$ cat src/rtl/ntt_twiddle_gen_if.sv
// Twiddle generator port bundle: command (start/p/omega/log_n), status, and the valid/ready output stream.
// master = generator side, slave = controller/consumer side.
interface ntt_twiddle_gen_if #(
   parameter int WIDTH     = 64,
   parameter int LOG_N_MAX = 6
);
   localparam int LW = $clog2(LOG_N_MAX + 1);

   logic                 start;
   logic [WIDTH-1:0]     p;
   logic [WIDTH-1:0]     omega;
   logic [LW-1:0]        log_n;
   logic                 busy;
   logic                 out_valid;
   logic                 out_ready;
   logic [WIDTH-1:0]     out_data;
   logic [LOG_N_MAX-1:0] out_idx;
   logic                 done;
   logic                 err;

   modport master (
      input  start, p, omega, log_n, out_ready,
      output busy, out_valid, out_data, out_idx, done, err
   );

   modport slave (
      output start, p, omega, log_n, out_ready,
      input  busy, out_valid, out_data, out_idx, done, err
   );
endinterface

$ cat src/rtl/ntt_twiddle_gen.sv
// Streams omega^k mod p, k=0..2^log_n-1, via a bit-serial shift-add modmul; first beat 1 cycle after start, then WIDTH+1 cycles/beat.
// out_* hold while out_valid && !out_ready. Define NTT_TWIDDLE_BITREV_EN for bit-reversed out_idx.
module ntt_twiddle_gen #(
   parameter int WIDTH     = 64,
   parameter int LOG_N_MAX = 6
) (
   input logic               clk,
   input logic               rst,
   ntt_twiddle_gen_if.master tw
);
   localparam int LW = $clog2(LOG_N_MAX + 1);
   localparam int BW = $clog2(WIDTH);

   typedef enum logic [1:0] {IDLE, EMIT, MUL} state_t;

   state_t               state;
   logic [WIDTH-1:0]     p_q;
   logic [WIDTH-1:0]     omega_q;
   logic [LW-1:0]        log_n_q;
   logic [WIDTH-1:0]     cur;
   logic [WIDTH-1:0]     acc;
   logic [BW-1:0]        bit_idx;
   logic [LOG_N_MAX-1:0] k;

   logic [WIDTH:0]       dbl;
   logic [WIDTH:0]       dbl_red;
   logic [WIDTH:0]       sum;
   logic [WIDTH-1:0]     acc_nxt;
   logic [LOG_N_MAX-1:0] k_nxt;
   logic [LOG_N_MAX-1:0] k_last;
   logic [LOG_N_MAX:0]   seq_len;
   logic [LOG_N_MAX-1:0] idx_nxt;
   logic                 param_bad;

   assign param_bad = (tw.p < WIDTH'(2)) || (tw.omega >= tw.p) ||
                      (32'(tw.log_n) > 32'(LOG_N_MAX));

   // One interleaved step: acc = (2*acc + omega[bit]*cur) mod p; acc < p keeps both reductions single-subtract.
   always_comb begin
      dbl     = {acc, 1'b0};
      dbl_red = (dbl >= {1'b0, p_q}) ? dbl - {1'b0, p_q} : dbl;
      sum     = omega_q[bit_idx] ? dbl_red + {1'b0, cur} : dbl_red;
      acc_nxt = (sum >= {1'b0, p_q}) ? WIDTH'(sum - {1'b0, p_q}) : WIDTH'(sum);
   end

   always_comb begin
      seq_len = (LOG_N_MAX + 1)'(1) << log_n_q;
      k_last  = LOG_N_MAX'(seq_len - 1'b1);
      k_nxt   = k + 1'b1;
   end

`ifdef NTT_TWIDDLE_BITREV_EN
   logic [LOG_N_MAX-1:0] k_rev;

   // Full-width reversal then right shift leaves k reversed over the low log_n bits, upper bits zero.
   always_comb begin
      k_rev = '0;
      for (int i = 0; i < LOG_N_MAX; i++) begin
         k_rev[i] = k_nxt[LOG_N_MAX-1-i];
      end
      idx_nxt = k_rev >> (LOG_N_MAX - int'(log_n_q));
   end
`else
   always_comb begin
      idx_nxt = k_nxt;
   end
`endif

   always_ff @(posedge clk or posedge rst) begin
      if (rst) begin
         state        <= IDLE;
         p_q          <= '0;
         omega_q      <= '0;
         log_n_q      <= '0;
         cur          <= '0;
         acc          <= '0;
         bit_idx      <= '0;
         k            <= '0;
         tw.busy      <= 1'b0;
         tw.out_valid <= 1'b0;
         tw.out_data  <= '0;
         tw.out_idx   <= '0;
         tw.done      <= 1'b0;
         tw.err       <= 1'b0;
      end else begin
         tw.done <= 1'b0;
         case (state)
            IDLE: begin
               if (tw.start) begin
                  p_q     <= tw.p;
                  omega_q <= tw.omega;
                  log_n_q <= tw.log_n;
                  tw.err  <= param_bad;
                  if (!param_bad) begin
                     cur          <= WIDTH'(1);
                     k            <= '0;
                     tw.out_data  <= WIDTH'(1);
                     tw.out_idx   <= '0;
                     tw.out_valid <= 1'b1;
                     tw.busy      <= 1'b1;
                     state        <= EMIT;
                  end
               end
            end
            EMIT: begin
               if (tw.out_ready) begin
                  tw.out_valid <= 1'b0;
                  if (k == k_last) begin
                     tw.done <= 1'b1;
                     tw.busy <= 1'b0;
                     state   <= IDLE;
                  end else begin
                     acc     <= '0;
                     bit_idx <= BW'(WIDTH - 1);
                     state   <= MUL;
                  end
               end
            end
            MUL: begin
               acc     <= acc_nxt;
               bit_idx <= bit_idx - 1'b1;
               if (bit_idx == '0) begin
                  cur          <= acc_nxt;
                  k            <= k_nxt;
                  tw.out_data  <= acc_nxt;
                  tw.out_idx   <= idx_nxt;
                  tw.out_valid <= 1'b1;
                  state        <= EMIT;
               end
            end
            default: state <= IDLE;
         endcase
      end
   end
endmodule
$ cat src/flat_wrapper.sv
// flat-port wrapper written by rule: the top's interface ports become plain ports
module ntt_twiddle_gen_flat 
#(
   parameter int WIDTH     = 64,
   parameter int LOG_N_MAX = 6
)
  (clk, rst, tw_start, tw_p, tw_omega, tw_log_n, tw_out_ready, tw_busy, tw_out_valid, tw_out_data, tw_out_idx, tw_done, tw_err);
  ntt_twiddle_gen_if #(.WIDTH(WIDTH), .LOG_N_MAX(LOG_N_MAX)) tw_i ();
  input logic clk;
  input logic rst;
  input wire logic [$bits(tw_i.start)-1:0] tw_start;
  input wire logic [$bits(tw_i.p)-1:0] tw_p;
  input wire logic [$bits(tw_i.omega)-1:0] tw_omega;
  input wire logic [$bits(tw_i.log_n)-1:0] tw_log_n;
  input wire logic [$bits(tw_i.out_ready)-1:0] tw_out_ready;
  output wire logic [$bits(tw_i.busy)-1:0] tw_busy;
  output wire logic [$bits(tw_i.out_valid)-1:0] tw_out_valid;
  output wire logic [$bits(tw_i.out_data)-1:0] tw_out_data;
  output wire logic [$bits(tw_i.out_idx)-1:0] tw_out_idx;
  output wire logic [$bits(tw_i.done)-1:0] tw_done;
  output wire logic [$bits(tw_i.err)-1:0] tw_err;
  assign tw_i.start = tw_start;
  assign tw_i.p = tw_p;
  assign tw_i.omega = tw_omega;
  assign tw_i.log_n = tw_log_n;
  assign tw_i.out_ready = tw_out_ready;
  assign tw_busy = tw_i.busy;
  assign tw_out_valid = tw_i.out_valid;
  assign tw_out_data = tw_i.out_data;
  assign tw_out_idx = tw_i.out_idx;
  assign tw_done = tw_i.done;
  assign tw_err = tw_i.err;
  ntt_twiddle_gen #(.WIDTH(WIDTH), .LOG_N_MAX(LOG_N_MAX)) u_core (.clk(clk), .rst(rst), .tw(tw_i));
endmodule
$ cat config.mk
export PLATFORM = sky130hd
export DESIGN_NAME = ntt_twiddle_gen_flat
export DESIGN_NICKNAME = d
export VERILOG_FILES = /design/src/rtl/ntt_twiddle_gen_if.sv /design/src/rtl/ntt_twiddle_gen.sv /design/src/flat_wrapper.sv
export SDC_FILE = /design/constraint.sdc
export NUM_CORES = 1
export LEC_CHECK = 0
export CAP_MARGIN = 20
export CORE_AREA = 2 2 208 292
export CTS_BUF_LIST = sky130_fd_sc_hd__clkbuf_8
export DETAILED_ROUTE_END_ITERATION = 8
export DIE_AREA = 0 0 210 294
export GPL_TIMING_DRIVEN = 0
export PLACE_DENSITY = 0.71
export SLEW_MARGIN = 0
export SYNTH_ARGS = -nofsm -noshare
export SYNTH_HDL_FRONTEND = slang
export SYNTH_SLANG_ARGS = --single-unit
$ cat constraint.sdc
create_clock -name clk -period 11.18 [get_ports clk]
set_input_delay 2.795 -clock clk [delete_from_list [all_inputs] [get_ports clk]]
set_output_delay 2.795 -clock clk [all_outputs]
set_load 0.02 [all_outputs]
# After elaboration in Yosys (flattened, before gate mapping)
# Index checks and enable logic that the tools add are counted.
# word_totals
out_inout_bits	74
in_bits	135
ff_bits	277
wordCells	84
# classes
n_lt_le_gt_ge	6
addsub	6
eq_ne	9
mux	36
shifts	1
reduce_logical	14
# ops
operator	count
2-to-1 mux 64 bit	6
one-hot mux 64 bit (2 select lines)	2
greater-or-equal comparator 65 x 64 -> 1 bit	2
2-to-1 mux 65 bit	2
adder 65 x 64 -> 65 bit	1
subtractor 65 x 64 -> 65 bit	1
greater-or-equal comparator 64 bit	1
< comparator 64 x 2 -> 1 bit, second input constant	1
subtractor 64 bit	1
2-to-1 mux 6 bit	5
one-hot mux 6 bit (2 select lines)	2
subtractor 6 x 1 -> 6 bit, second input constant	2
2-to-1 mux 1 bit	10
2-to-1 mux 2 bit	5
AND reduction 5 bit	2
inequality test 2 bit, second input constant	4
AND reduction 4 bit	2
< comparator 6 x 7 -> 1 bit, second input constant	1
adder 6 x 1 -> 6 bit, second input constant	1
binary-select mux 1 bit (select 6 bit)	1
equality test 6 bit	1
logical NOT 6 bit	1
one-hot mux 2 bit (3 select lines)	1
nonzero test 2 bit	3
other kinds (12)	14

# Depth between registers and ports, before layout
# Gate-level depths: netlist (run 1).
# logic_depth
word_depth	8
mapped_depth	42
mapped_depth_nobuf	37

# Least setup slack after synthesis (run 1)
# No wires, ideal clock.
# synth_path
path_kind	flip-flop to flip-flop
from	reg u_core.acc[36]
to	reg u_core.tw.out_data[11]
required_time_ns	11.055
stages_incl_launch_ff	35
period_less_slack_ns	8.550
path_buffers	4
arrival_time_ns	8.425
path_slack_ns	2.630
setup_time_ns	0.125
cell_sequence	dfrtp_1 -> ha_1 -> clkbuf_1 -> nand2_1 -> or4_1 -> a211o_1 -> a311oi_2 -> o211ai_2 -> nand2_2 -> buf_2 -> mux2_2 -> ha_1 -> and4_1 -> and3_1 -> a221oi_1 -> o21bai_1 -> o21ai_0 -> o21ai_0 -> xor2_1 -> mux2_2 -> ha_1 -> nand4_1 -> or3_1 -> nand2b_1 -> and3_1 -> o22ai_1 -> o21ai_1 -> a21o_1 -> a21boi_0 -> nor4b_4 -> and2_1 -> buf_4 -> buf_4 -> a22o_1 -> mux2_2
# synth_via
elab_chain_len	8
elab_cells_between_ends	10
cone_classes	add/sub (3); order compare (2); mux (5)
# synth_rtl
item	line	text
from (decl)	ntt_twiddle_gen.sv:21	logic [WIDTH-1:0] acc;
from (signal assigned)	ntt_twiddle_gen.sv:120	acc <= acc_nxt;
subtractor 65 x 64 -> 65 bit or greater-or-equal comparator 65 x 64 -> 1 bit (tied branches)	ntt_twiddle_gen.sv:41	dbl_red = (dbl >= {1'b0, p_q}) ? dbl - {1'b0, p_q} : dbl;
2-to-1 mux 65 bit *	ntt_twiddle_gen.sv:41	
adder 65 x 64 -> 65 bit	ntt_twiddle_gen.sv:42	sum = omega_q[bit_idx] ? dbl_red + {1'b0, cur} : dbl_red;
2-to-1 mux 65 bit *	ntt_twiddle_gen.sv:42	
greater-or-equal comparator 65 x 64 -> 1 bit or subtractor 64 bit (tied branches)	ntt_twiddle_gen.sv:43	acc_nxt = (sum >= {1'b0, p_q}) ? WIDTH'(sum - {1'b0, p_q}) : WIDTH'(sum);
2-to-1 mux 64 bit *	ntt_twiddle_gen.sv:43	
2-to-1 mux 64 bit *	ntt_twiddle_gen.sv:122	if (bit_idx == '0) begin
one-hot mux 64 bit (2 select lines) *	ntt_twiddle_gen.sv:87	case (state)
to (signal assigned)	ntt_twiddle_gen.sv:125	tw.out_data <= acc_nxt;
to (decl)	ntt_twiddle_gen_if.sv:23	output busy, out_valid, out_data, out_idx, done, err
# Mark *: on every way between the ends. The rest lies on a longest branch, timed or not. The select of a mux whose other input is x is not followed.
# A chain may end at the register's enable or synchronous reset.

# Final worst setup path (run 1)
# layout_path
from	reg u_core.p_q[18]
to	reg u_core.tw.out_data[11]
# layout_via
elab_chain_len	8
elab_cells_between_ends	10
cone_classes	add/sub (3); order compare (2); mux (5)
# layout_rtl
item	line	text
from (decl)	ntt_twiddle_gen.sv:17	logic [WIDTH-1:0] p_q;
from (signal assigned)	ntt_twiddle_gen.sv:90	p_q <= tw.p;
subtractor 65 x 64 -> 65 bit or greater-or-equal comparator 65 x 64 -> 1 bit (tied branches)	ntt_twiddle_gen.sv:41	
2-to-1 mux 65 bit	ntt_twiddle_gen.sv:41	
adder 65 x 64 -> 65 bit	ntt_twiddle_gen.sv:42	
2-to-1 mux 65 bit	ntt_twiddle_gen.sv:42	
greater-or-equal comparator 65 x 64 -> 1 bit or subtractor 64 bit (tied branches)	ntt_twiddle_gen.sv:43	
2-to-1 mux 64 bit *	ntt_twiddle_gen.sv:43	
2-to-1 mux 64 bit *	ntt_twiddle_gen.sv:122	
one-hot mux 64 bit (2 select lines) *	ntt_twiddle_gen.sv:87	
# Marked as above.

==> summary.md, run 1 <==
| Metric | Value |
|---|---|
| Overflow after GRT | `0` |
| Sink Count | `277` |
| Critical Path End Type | `register` |
| Max Freq | `0.0909 GHz` |
| Area contributors post-synth | `dfrtp_1, ha_1, o21ai_0, a21oi_1, mux2_2` |
| Vias per cell | `6.19` |
| Initial antenna violation count | `2` |
| Largest net degree at the start of global routing | `114` |
| Antenna-violating nets left | `0` |
| Share of the synthesized area in the top cell type | `0.262` |
| Iter 0 DRT Violations | `2371` |
| DRC | `0` |
| Hold Vio Cnt, Final | `0` |
| First-pass GRT wire length | `164 mm` |
| Die area | `61700 sq um` |
| Async SR Flop Fraction | `1.00` |
| Status | `finished, final reports clean` |
| Clk slew on worst S/H paths | `0.07 ns` |
| Vias in the first global route | `26600` |
| Placed cells | `4282` |
| Fin crit share | `0.984` |
| Synth Instances | `3308` |
| WL per Instance | `25.5 microns` |
| H-tree depth | `2` |
| Clock Tree Root | `clkbuf_8` |
| Chip Height | `294 microns` |
| Cell Count, Final, Fillers Out | `4379` |
| Std-Cell Core Area | `59300 sq um` |
| Critical Path Fanout Max | `10` |
| Worst hold path class | `register to register` |
| Layout cell share with drive strength beyond 1 | `0.0919` |
| Synth Net Count | `3706` |
| Syn. warnings | `0` |
| Port Buffers | `208` |
| Post-DP HPWL | `90.7 mm` |
| EDFF count, synth | `0` |
| Flops & latches, synth | `277` |
| CP max stage cell | `a221oi_1` |
| Total GRT Usage | `0.357` |
| Max-slew headroom | `0.163` |
| Clock Latency Late Sink | `0.68 ns` |
| Slew Limit Fails | `0` |
| Sequential area share after synthesis | `0.262` |
| Post-synth design cell area | `26400 sq um` |
| # Max-Cap Violations | `0` |
| Area grow syn2layout | `17.7%` |
| WHS Path Cells | `1` |
| Row count | `106` |
| Io pins | `209` |
| Post-CTS Hold Buffers | `0` |
| Mean Syn Cell Area | `8.00 sq um` |
| Min cycle time layout | `11.01 ns` |
| Crit path largest cell delay | `0.48 ns` |
| Finish-stage setup viols | `0` |
| R2R Setup Slk | `0.17 ns` |
| Vias | `27100` |
| R2r worst-path depth | `42` |
| Cell variety after synth | `79` |
| Worst Tran Pin Value | `1.26 ns` |
| Filler instances | `5764` |
| Die extent in x | `210 microns` |
| Origin of the worst min-delay path | `u_core.tw.out_valid` |
| Primary FF master, synth | `dfrtp_1` |
| Worst r2r src | `u_core.p_q[18]` |
| Worst setup path class | `register to register` |
| Final nets | `3980` |
| Starting Density | `0.446` |
| Yosys top cell by area | `dfrtp_1` |
| Arrival @ worst endpoint | `11.56 ns` |
| Worst-case hold path end point | `u_core.tw.out_valid` |
| First-pass iteration count of the detailed router | `9` |
| Startpoint type of the worst setup path | `register` |
| FF-to-FF End | `u_core.tw.out_data[11]` |
| Clk_skew | `0.0310 ns` |
| Worst path required time | `11.74 ns` |
| Longest Clk Path Bufs | `3` |
| CTS buffer count | `48` |
| Final RePlAce weighted congestion | `1.03` |
| CTS tree | `yes` |
| Routed WL | `112 mm` |
state kept, by name, summed over array words and instances (netlist names):
signal,count
u_core.tw.out_data,64
u_core.tw.err,1
u_core.tw.out_valid,1
u_core.log_n_q,3
u_core.omega_q,64
u_core.p_q,64
u_core.tw.done,1
u_core.bit_idx,6
u_core.state,2
u_core.tw.busy,1
u_core.acc,64
u_core.tw.out_idx,6
layout make-up:
cell class                 count  area, sq um  share of cell area
timing repair buffer         226         2320              0.0744
clock buffer                  65          895              0.0287
clock inverter                25          313              0.0100
multi-input combinational   2668        18300               0.588
tap                          756          946              0.0304
antenna                        1         2.50           0.0000804
buffer                       174          719              0.0231
inverter                     187          709              0.0228
sequential                   277         6930               0.223
worst max-delay path, delay by kind of cell, from the launching register on:
kind,cells,cell delay [ns]
adders and majority gates,4,1.22
DFF,1,0.32
AOI/OAI and AO/OA,16,4.65
xor gates and xnor gates,1,0.13
buffers and inverters,9,1.83
and+or+nand+nor,10,2.14
muxes,2,0.59
synthesized netlist by cell type, drive strengths merged (58+ instances only):
cell and n:
inv 187, nand4 73, a21oi 305, mux2 132, xor2 68, nand2 382
ha 260, dfrtp 277, o21ai 331, nor2 215, a21o 107, nand3 73
xnor2 109, nor3 58, clkbuf 138
layer usage:
| metal | vias to the layer above | routed length, microns | part of all wire | GRT usage |
|---|---|---|---|---|
| li1 | 12600 | - | - | - |
| met1 | 13000 | 44400 | 0.40 | 0.437 |
| met2 | 1255 | 51400 | 0.46 | 0.587 |
| met3 | 313 | 7550 | 0.068 | 0.0461 |
| met4 | 2 | 8220 | 0.074 | 0.236 |
| met5 | - | 13 | 0.00012 | 0 |
per-stage QoR:
step	TNS (ns)	hold slack (ns)	utilization	area [sq um]	worst slack [ns]
after floorplan	0	0.463	-	26400	0.748
after global placement	-1125.51	0.482	0.497	29500	-3.11
after detailed placement	-237.78	0.488	0.500	29700	-2.12
after CTS	0	0.502	0.523	31000	0.0508
after global routing	-0.000213	0.518	0.525	31100	-0.000213
final	0	0.502	0.525	31100	0.175
cells by family (layout without fill, tap and decap cells):
group | count (synthesis) | after routing | share of synthesized area
buffers and inverters | 363 | 677 | 0.0535
and+or+nand+nor | 994 | 994 | 0.175
AOI/OAI and AO/OA | 1061 | 1061 | 0.246
xor gates and xnor gates | 177 | 177 | 0.0586
muxes | 173 | 173 | 0.0793
other | 0 | 1 | 0
adders and majority gates | 263 | 263 | 0.125
DFF | 277 | 277 | 0.262
what timing repair did:
action	CTS	global route
gates resized for setup	29	25
buffers inserted	4	2
pin swaps	3	1
endpoints found under the setup margin	128	128
cell usage in the layout, fill, tap and decap left out, drive strengths merged, types with 35 or more instances in the layout:
cell,n
dfrtp,277
buf,55
inv,193
o21ai,331
xor2,68
nand3,73
a21oi,305
nand4,73
o21bai,38
a21o,107
a31oi,38
mux2,132
clkbuf,202
and3,35
nor2,215
clkdlybuf4s50,208
nand2,382
ha,260
xnor2,109
nor3,58
how the worst max path moves through the flow:
stage,from,to,cells after the start
4_1_cts,u_core.p_q[18],u_core.acc[19],38
5_1_grt,u_core.p_q[18],u_core.tw.out_data[26],42
6_report,u_core.p_q[18],u_core.tw.out_data[11],42
3_5_place_dp,u_core.p_q[14],u_core.tw.out_data[53],36
2_1_floorplan,rst,u_core.acc[0],1
3_3_place_gp,rst,u_core.tw.out_data[53],2
Power of run 1 is left out: the tool's default activity adds up to more than one toggle a clock period on the data nets, which glitch-free logic cannot reach.
==> inputs of run 2 (changes only) <==
--- a/config.mk
+++ b/config.mk
@@ -10,6 +10,7 @@
 export CTS_BUF_LIST = sky130_fd_sc_hd__clkbuf_8
 export DETAILED_ROUTE_END_ITERATION = 8
 export DIE_AREA = 0 0 210 294
+export GPL_ROUTABILITY_DRIVEN = 0
 export GPL_TIMING_DRIVEN = 0
 export PLACE_DENSITY = 0.71
 export SLEW_MARGIN = 0
==> run 2 against run 1 <==
Non-clock buffer count is 8 lower. Maximum frequency is 0.63% higher. Global-route usage is 1.8 points lower. Clock skew is 0.021 ns higher. Critical path depth is 6 lower. Register-to-register slack better by 0.07 ns. Setup slack better by 0.069 ns. Largest cell class unchanged.
==> summary.md, run 2 (same netlist as run 1, synthesis figures left out) <==
| Metric | Value |
|---|---|
| Die extent in x | `210 microns (unchanged)` |
| Leading cell type in the layout, fill and taps excluded | `nand2_1 (unchanged)` |
| Clk_skew | `0.0522 ns (was 0.0310 ns)` |
| Max Freq | `0.0914 GHz (was 0.0909 GHz)` |
| Crit path largest cell delay | `0.56 ns (was 0.48 ns)` |
| Port Buffers | `208 (unchanged)` |
| Final nets | `3970 (was 3980)` |
| Total GRT Usage | `0.339 (was 0.357)` |
| Sink Count | `277 (unchanged)` |
| Worst hold path class | `register to register (unchanged)` |
| CTS tree | `yes (unchanged)` |
| # Max-Cap Violations | `0 (unchanged)` |
| Area post-placement | `29600 sq um (was 29700 sq um)` |
| Hold Vio Cnt, Final | `0 (unchanged)` |
| Std-Cell Core Area | `59300 sq um (unchanged)` |
| DRC | `0 (unchanged)` |
| Place WS | `-1.78 ns (was -2.12 ns)` |
| WL per Instance | `24.5 microns (was 25.5 microns)` |
| Multi-input combinational cell area | `18300 sq um (about the same)` |
| Commonest cells after routing, fill and taps aside | `nand2_1, o21ai_0, a21oi_1, dfrtp_1, ha_1 (unchanged)` |
| Worst path required time | `11.70 ns (was 11.74 ns)` |
| Arrival @ worst endpoint | `11.46 ns (was 11.56 ns)` |
| Vias per cell | `6.33 (was 6.19)` |
| Antenna-violating nets left | `0 (unchanged)` |
| Status | `finished, final reports clean (unchanged)` |
| Max-slew headroom | `0.134 (was 0.163)` |
| Vias | `27600 (was 27100)` |
| Starting Density | `0.446 (unchanged)` |
| Overflow after GRT | `0 (unchanged)` |
| Finish-stage setup viols | `0 (unchanged)` |
| Post-DP HPWL | `85.3 mm (was 90.7 mm)` |
| Clk slew on worst S/H paths | `0.06 ns (was 0.07 ns)` |
| CP max stage cell | `or4_1 (was a221oi_1)` |
| Clock Tree Root | `clkbuf_8 (unchanged)` |
| Startpoint type of the worst setup path | `register (unchanged)` |
| Filler instances | `5644 (was 5764)` |
| Area grow syn2layout | `16.8% (was 17.7%)` |
| Longest Clk Path Bufs | `3 (unchanged)` |
| Slew Limit Fails | `0 (unchanged)` |
| Fin crit share | `0.978 (was 0.984)` |
| Critical Path Fanout Max | `10 (unchanged)` |
| Final setup margin | `0.243 ns (was 0.175 ns)` |
| Chip Height | `294 microns (unchanged)` |
| CTS buffer count | `46 (was 48)` |
| Row count | `106 (unchanged)` |
| Worst setup path class | `register to register (unchanged)` |
| H-tree depth | `2 (unchanged)` |
| Clock Latency Late Sink | `0.67 ns (was 0.68 ns)` |
| Register area | `6930 sq um (unchanged)` |
| Iter 0 DRT Violations | `2791 (was 2371)` |
| Routed WL | `107 mm (was 112 mm)` |
| Worst Tran Pin Value | `1.28 ns (was 1.26 ns)` |
| Layout cell share with drive strength beyond 1 | `0.0887 (was 0.0919)` |
| Io pins | `209 (unchanged)` |
| Die area | `61700 sq um (unchanged)` |
| Min cycle time layout | `10.94 ns (was 11.01 ns)` |
| Initial antenna violation count | `1 (was 2)` |
| Critical Path End Type | `register (unchanged)` |
| Finished Cell Area | `30900 sq um (was 31100 sq um)` |
| Largest net degree at the start of global routing | `117 (was 114)` |
| First-pass iteration count of the detailed router | `9 (unchanged)` |
| First-pass GRT wire length | `158 mm (was 164 mm)` |
| Vias in the first global route | `26800 (was 26600)` |
[run 2: changes by cell type in the layout (fill, tap and decap cells not counted), moves of 3 or more]
cell       change
clkbuf_8       -4
mux2i_1        +6
inv_1          +3
mux2i_2        -6
clkinv_2       -4
a21oi_1        -5
a21oi_2        +4
bufinv_16      -4
[run 2: final cells by class]
cell class                 instances  share of cell area
multi-input combinational       2668               0.593
sequential                       277               0.224
timing repair buffer             220              0.0723
tap                              756              0.0306
clock buffer                      61              0.0272
inverter                         187              0.0230
buffer                           172              0.0229
clock inverter                    22             0.00628
antenna                            1           0.0000810
[run 2: critical path, delay by kind of cell (launching register included)]
family / cells / cell delay [ns]
muxes: 1 / 0.41
adders and majority gates: 3 / 1.11
AOI/OAI and AO/OA: 15 / 4.17
DFF: 1 / 0.42
buffers and inverters: 6 / 1.84
xor gates and xnor gates: 1 / 0.17
and+or+nand+nor: 10 / 2.65
[run 2: repair_timing]
item                       CTS  global route
buffers inserted             2             4
pin swaps                    1             3
hold buffers                 0             0
gates resized for setup     22            30
setup endpoints to repair  128           128
[run 2: final timing paths]
path	start	to	slack, ns	depth (start not counted)
min in group asynchronous	rst	u_core.omega_q[21]	2.57	2
max	u_core.acc[11]	u_core.acc[39]	0.24	36
min	u_core.tw.out_valid	u_core.tw.out_valid	0.49	1
max reg2reg	u_core.acc[11]	u_core.acc[39]	0.24	36
max in group asynchronous	rst	u_core.log_n_q[2]	7.15	4
min reg2reg	u_core.tw.out_valid	u_core.tw.out_valid	0.49	1
[run 2: stage by stage]
stage               instances  utilization  hold slack [ns]  TNS [ns]
detailed placement       4277        0.499            0.479   -194.62
CTS                      4362        0.518            0.492         0
floorplan                3308            -            0.463         0
global placement         4272        0.497            0.475  -1006.06
finish                   4364        0.521            0.491         0
global route             4364        0.521            0.522   -0.0772
[run 2: per-layer routing]
layer | wire, microns | track usage | part of all wire | vias up
li1 | - | - | - | 12600
met3 | 9850 | 0.0647 | 0.092 | 506
met5 | 0 | 0 | 0 | -
met2 | 47700 | 0.547 | 0.45 | 1590
met4 | 10300 | 0.274 | 0.097 | 0
met1 | 38900 | 0.391 | 0.36 | 13000
Power of run 2 is left out for the same reason.
